File: src/rtl/writeback_commit_unit.sv
// Writeback commit: selects the stage result, writes scalars immediately and
// serialises 128-bit vector results into one register-file lane per cycle.
module writeback_commit_unit #(
  parameter int LANES  = 4,
  parameter int LANE_W = 32
) (
  input  logic                       clock,
  input  logic                       async_reset,
  input  logic [31:0]                instruction_W,
  input  logic                       write_scalar_reg_W,
  input  logic                       write_vector_reg_W,
  input  logic [1:0]                 result_source_W,
  input  logic [5:0]                 rd_W,
  input  logic [LANES*LANE_W-1:0]    ALU_result_bus_W,
  input  logic [LANES*LANE_W-1:0]    read_data_bus_W,
  input  logic [31:0]                PC_plus_4_W,
  output logic                       scalar_we,
  output logic [4:0]                 scalar_waddr,
  output logic [LANE_W-1:0]          scalar_wdata,
  output logic                       vector_we,
  output logic [4:0]                 vector_waddr,
  output logic [$clog2(LANES)-1:0]   vector_lane,
  output logic [LANE_W-1:0]          vector_wdata,
  output logic                       wb_stall,
  output logic                       wb_conflict,
  output logic [31:0]                retired_count
);

  localparam int BUS_W     = LANES * LANE_W;
  localparam int LANE_BITS = $clog2(LANES);
  localparam logic [LANE_BITS-1:0] LAST_LANE = LANE_BITS'(LANES - 1);

  typedef enum logic {IDLE, BUSY} state_t;

  state_t               state_q, state_d;
  logic [LANE_BITS-1:0] lane_q, lane_d;
  logic [BUS_W-1:0]     data_q, data_d;
  logic [4:0]           idx_q, idx_d;
  logic                 conflict_q, conflict_d;
  logic [31:0]          retired_q, retired_d;
  logic [BUS_W-1:0]     result;
  logic                 stall;

  // The register index is only five bits wide; the top bit of rd_W carries nothing here.
  logic unused_rd_msb;
  assign unused_rd_msb = rd_W[5];

  always_comb begin
    // NOTE: every combinational output gets a default first so no path can infer a latch.
    result = '0;
    unique case (result_source_W)
      2'b00:   result = ALU_result_bus_W;
      2'b01:   result = read_data_bus_W;
      2'b10:   result = BUS_W'(PC_plus_4_W);
      default: result = '0;
    endcase
  end

  assign stall = (state_q == IDLE) ? write_vector_reg_W : (lane_q != LAST_LANE);

  // NOTE: the latched vector data is a plain register, not a memory, so it is reset with the rest.
  always_ff @(posedge clock or posedge async_reset) begin
    if (async_reset) begin
      state_q    <= IDLE;
      lane_q     <= '0;
      data_q     <= '0;
      idx_q      <= '0;
      conflict_q <= 1'b0;
      retired_q  <= '0;
    end else begin
      // NOTE: state uses non-blocking assignments so every flop samples pre-edge values.
      state_q    <= state_d;
      lane_q     <= lane_d;
      data_q     <= data_d;
      idx_q      <= idx_d;
      conflict_q <= conflict_d;
      retired_q  <= retired_d;
    end
  end

  always_comb begin
    state_d    = state_q;
    lane_d     = lane_q;
    data_d     = data_q;
    idx_d      = idx_q;
    conflict_d = conflict_q;
    retired_d  = retired_q;
    if (!stall && instruction_W != 32'd0) retired_d = retired_q + 32'd1;
    unique case (state_q)
      IDLE: begin
        if (write_vector_reg_W) begin
          state_d = BUSY;
          lane_d  = '0;
          data_d  = result;
          idx_d   = rd_W[4:0];
          if (write_scalar_reg_W) conflict_d = 1'b1;
        end
      end
      BUSY: begin
        // The held instruction is ignored; the sequence always runs to the last lane.
        if (lane_q == LAST_LANE) begin
          state_d = IDLE;
          lane_d  = '0;
        end else begin
          lane_d = lane_q + 1'b1;
        end
      end
      default: state_d = IDLE;
    endcase
  end

  // Outputs are forced low while reset is held, even the combinational ones.
  always_comb begin
    scalar_we     = 1'b0;
    scalar_waddr  = '0;
    scalar_wdata  = '0;
    vector_we     = 1'b0;
    vector_waddr  = '0;
    vector_lane   = '0;
    vector_wdata  = '0;
    wb_stall      = 1'b0;
    wb_conflict   = conflict_q;
    retired_count = retired_q;
    if (!async_reset) begin
      wb_stall = stall;
      if (state_q == IDLE) begin
        scalar_we    = write_scalar_reg_W && !write_vector_reg_W && (rd_W[4:0] != 5'd0);
        scalar_waddr = rd_W[4:0];
        scalar_wdata = result[LANE_W-1:0];
      end else begin
        vector_we    = 1'b1;
        vector_waddr = idx_q;
        vector_lane  = lane_q;
        vector_wdata = data_q[lane_q*LANE_W +: LANE_W];
      end
    end else begin
      wb_conflict   = 1'b0;
      retired_count = '0;
    end
  end

endmodule

File: config.mk
export PLATFORM = sky130hd
export DESIGN_NAME = writeback_commit_unit
export DESIGN_NICKNAME = d
export VERILOG_FILES = /design/src/rtl/writeback_commit_unit.sv
export SDC_FILE = /design/constraint.sdc
export NUM_CORES = 1
export LEC_CHECK = 0
export CORE_AREA = 2 2 172 174
export DETAILED_ROUTE_END_ITERATION = 10
export DIE_AREA = 0 0 174 176
export GPL_TIMING_DRIVEN = 1
export PLACE_DENSITY = 0.67
export SYNTH_ARGS = -nofsm -noshare
export SYNTH_HDL_FRONTEND = slang
export SYNTH_SLANG_ARGS = --single-unit
File: constraint.sdc
create_clock -name clock -period 7.4 [get_ports clock]
set_input_delay 1.48 -clock clock [delete_from_list [all_inputs] [get_ports clock]]
set_output_delay 1.48 -clock clock [all_outputs]
set_load 0.02 [all_outputs]
# Yosys cells after proc, flatten, opt, wreduce, memory -nomap -nowiden
# Cells that the tools add are included.
dict set report totals {
  register_bits 169
  latchBits 0
  mem_bits_rw 0
  romBits 0
  output_inout_bits 112
  elab_cells 50
  n_memories 0
}
dict set report classes {
  addsub 2
  n_mul 0
  div 0
  magnitude_cmp 0
  n_eq_ne 5
  shift 1
  mux 25
  n_bitwise 1
  n_reduce_logical 10
}
# cell count
set op_table {}
lappend op_table {{$pmux W128 S3} 1}
lappend op_table {{$mux W32} 5}
lappend op_table {{$shiftx A128 B8 Y32} 1}
lappend op_table {{$add A32 B1 Y32 const B} 1}
lappend op_table {{$reduce_bool A32 Y1} 1}
lappend op_table {{$mux W5} 4}
lappend op_table {{$mux W1} 9}
lappend op_table {{$mux W2} 4}
lappend op_table {{$reduce_bool A5 Y1} 1}
lappend op_table {{$eq A2 B2 Y1 const B} 2}
lappend op_table {{$ne A2 B2 Y1 const B} 2}
lappend op_table {{$pmux W2 S2} 1}
lappend op_table {{$logic_and A1 B1 Y1} 3}
lappend op_table {{$reduce_and A3 Y1} 1}
lappend op_table {{$add A2 B1 Y2 const B} 1}
lappend op_table {{$eq A2 B1 Y1 const B} 1}
lappend op_table {{$logic_not A1 Y1} 2}
lappend op_table {{$logic_not A2 Y1} 1}
lappend op_table {{$pmux W1 S2} 1}
lappend op_table {{$reduce_and A2 Y1} 1}
lappend op_table {{$not A1 Y1} 1}

# Logic depth before layout (Yosys ltp)
dict set report logic_depth {
  depth_word 5
  mapped_depth 7
}

# Worst setup path before layout
# Ideal clock, no wire load.
dict set report synth_timing {
  kind {input-to-output}
  startpoint {input port result_source_W[1]}
  endpoint {output port scalar_wdata[0]}
  t_arrival_ps 2656
  required_ps 5920
  slack_ps 3264
  cell_stages 6
  path_buffers 3
  path_cell_list {clkbuf_1 > nor2b_1 > clkbuf_1 > clkbuf_1 > a21oi_1 > nor2_1}
}
dict set report synth_via {
  elab_chain_len 4
}
# element line_no
set synth_rtl {}
lappend synth_rtl {{from (decl)} 12} ;# input logic [1:0] result_source_W,
lappend synth_rtl {{$eq A2 B2 Y1, or another cell as far along} 51} ;# unique case (result_source_W)
lappend synth_rtl {{$pmux W128 S3 *} 51}
lappend synth_rtl {{$mux W32 *} 126} ;# if (state_q == IDLE) begin
lappend synth_rtl {{$mux W32 *} 124} ;# if (!async_reset) begin
lappend synth_rtl {{to (decl)} 19} ;# output logic [LANE_W-1:0] scalar_wdata,
# Every way passes the cells marked *; elsewhere a longest branch is shown, timed or not.

# Worst setup path in the final report
dict set report layout_timing {
  startpoint {input port result_source_W[1]}
  endpoint {output port scalar_wdata[10]}
}
# The elaborated chain is that of the path after synthesis.

==> key figures <==
Run status
  – Status: complete, no violations

Timing
  – Max transition margin: 0.305
  – Least-Margin Pin Slew: 1040 ps
  – Final Skew: 15.1 ps
  – Hold Fails Final Rpt: 0
  – Final worst-path cycle share: 0.769
  – Total negative slack: 0 ps
  – Setup ws final: 1710 ps
  – Max Freq: 0.176 GHz
  – Final setup vio count: 0
  – RSZ-0062 raised after global routing: no
  – Fin crit period: 5690 ps
  – Slew Viols, Final: 0

Global route
  – First-pass GRT wire length: 49500 um
  – Total Routing Usage GR: 0.208
  – Largest net degree at the start of global routing: 97
  – Initial antenna violation count: 0
  – GRT overflow: 0
  – Vias in the first global route: 9038

Synthesis
  – Yosys reg bits: 169
  – Synth top area cells: dfrtp_1, mux2i_1, mux4_2, o21ai_0, nand2_1
  – EDFF count, synth: 0
  – Commonest cells post-synth: dfrtp_1, nand2_1, o21ai_0
  – Mapped cell area: 9460 um^2
  – Syn avg cell area: 9.54 um^2
  – Synth Flop Type: dfrtp_1
  – Synth warn: 0
  – Distinct cells, synth: 33
  – Ys async rst share: 1.00
  – Share of the synthesized area in the top cell type: 0.447
  – Synth Net Count: 1326
  – Top-count cell post-synth: dfrtp_1
  – Largest area contributor in the netlist: dfrtp_1
  – Seq/Total Area, Yosys: 0.447
  – Synthesized instance count: 992

Clock tree
  – CTS tree: done
  – H-tree depth: 4
  – Clk buf depth: 2
  – Post-CTS Resized: 0
  – Clk slew on worst S/H paths: 70 ps
  – Cts hold-fix bufs: 0
  – Clk_lat worst skew: 430 ps
  – CTS root buf: clkbuf_16
  – CTS Buf Count: 17
  – Setup Fix Bufs, Post-CTS: 0
  – TritonCTS Sinks: 169

Place
  – Pre-CTS setup slack: 1660 ps
  – Hpwl dp: 24000 um
  – Placer's final routability congestion estimate: 0.815
  – IO buf count: 442

Setup path
  – Cell Chain, Critical Path: buf_2 -> nor2b_4 -> a21oi_1 -> nor2_1 -> clkdlybuf4s50_1
  – Worst Setup End Kind: output pin
  – CP Data Required Time: 5920 ps
  – CP peak stage delay: 920 ps
  – Critical path peak fanout: 34
  – Worst EP arrival: 4210 ps
  – Crit start category: input port
  – Setup Crit Path Kind: in2out
  – Crit-path slowest cell: nor2b_4

Routing
  – Total number of vias: 8676
  – Antenna Nets Post-Route: 0
  – DRC viols: 0
  – Final WL: 32100 um
  – DR iter-0 viols: 595
  – DRT Pass-1 Iters: 5
  – WL per Instance: 18.0 um
  – Vias per cell: 4.87

Finish
  – Fill count: 2717
  – ANT cells: 0
  – Syn-to-layout area delta: 55.7%
  – Sequential cell area: 4230 um^2
  – Area of the multi-input gates: 4930 um^2
  – Layout cells sized above 1: 0.0594
  – Nets: 1719

Power
  – Power Density: 272 nW/um^2
  – Leakage: 0.00636 uW
  – Peak supply drop: 0.137 mV

Hold path
  – Min-Delay Path Class: reg2reg

Floorplanning
  – # rows: 62
  – Die height: 176 um
  – Core area: 28500 um^2
  – Num ports: 444
  – Die area: 30600 um^2
  – Starting density of the core: 0.331
  – Die W: 174 um

Run
  – Max_cap viols: 0
[sequential cells by signal, summed over array words and instances (netlist names)]
| register | flops |
|---|---|
| state_q | 1 |
| retired_q | 32 |
| conflict_q | 1 |
| idx_q | 5 |
| lane_q | 2 |
| data_q | 128 |
[cell type report]
cell class              instances  area share
multi-input cells             740       0.335
repair buffers                448       0.304
clock buffers                  19      0.0301
well taps                     384      0.0326
inverters                       9     0.00263
clock inverters                12     0.00900
flip-flops and latches        169       0.287
[final timing paths]
path / from / to / slack, ps / depth (start not counted)
min: retired_q[31]$_DFFE_PP0P_ / retired_q[31]$_DFFE_PP0P_ / 460 / 1
max: result_source_W[1] / scalar_wdata[10] / 1710 / 5
min reg2reg: retired_q[31]$_DFFE_PP0P_ / retired_q[31]$_DFFE_PP0P_ / 460 / 1
max reg2reg: lane_q[1]$_DFFE_PP0P_ / retired_q[7]$_DFFE_PP0P_ / 4650 / 6
max in group asynchronous: async_reset / lane_q[1]$_DFFE_PP0P_ / 3970 / 4
min in group asynchronous: async_reset / retired_q[21]$_DFFE_PP0P_ / 1830 / 3
[stage by stage]
step           hold WS [ps]  std cells  power [uW]   util  instance area, um^2
2_1_floorplan           420        992        2490      -                 9460
3_3_place_gp            437       1750        3120  0.496                14200
3_5_place_dp            454       1750        3170  0.496                14200
4_1_cts                 467       1781        4060  0.516                14700
5_1_grt                 485       1781        4300  0.516                14700
6_report                458       1781        4010  0.516                14700
[critical path, delay by kind of cell]
family	cells	cell delay, ps
buffers and inverters	2	1280
and+or+nand+nor	2	1100
AOI/OAI and AO/OA	1	310
[layout by cell type, fill, tap and decap left out, drive strengths merged, types with 8 or more instances in the layout]
| master | instances |
|---|---|
| a21oi | 33 |
| mux4 | 32 |
| o21ai | 130 |
| mux2i | 128 |
| nand2 | 156 |
| nor4 | 12 |
| nor2 | 91 |
| clkdlybuf4s50 | 440 |
| nor3 | 13 |
| xnor2 | 11 |
| nand3 | 10 |
| dfrtp | 169 |
| inv | 16 |
| and2 | 44 |
| xor2 | 20 |
| clkbuf | 19 |
| buf | 8 |
| nor2b | 29 |
[per-layer routing]
| layer | wire length [um] | GRT usage | part of all wire |
|---|---|---|---|
| met1 | 13400 | 0.251 | 0.42 |
| met2 | 16400 | 0.376 | 0.51 |
| met3 | 1810 | 0.0467 | 0.056 |
| met4 | 488 | 0.0483 | 0.015 |
| met5 | 0 | 0 | 0 |
[kinds of logic (layout without fill, tap and decap cells)]
logic type,after synthesis,count (layout),synth area share
AO/OA/AOI/OAI,168,168,0.0906
XOR/XNOR,31,31,0.0287
adder cells (fa/ha/maj),2,2,0.00264
buffers and inverters,83,488,0.0349
flip-flops,169,169,0.447
multiplexers,161,161,0.213
AND/OR/NAND/NOR,378,378,0.184
[power breakdown]
part	total [uW]	switching [uW]	internal, uW
sequential	1600	289	1310
combinational	1530	716	813
clock	882	398	484
total	4010	1400	2610
Note: power is estimated with default switching activity, not from simulation.
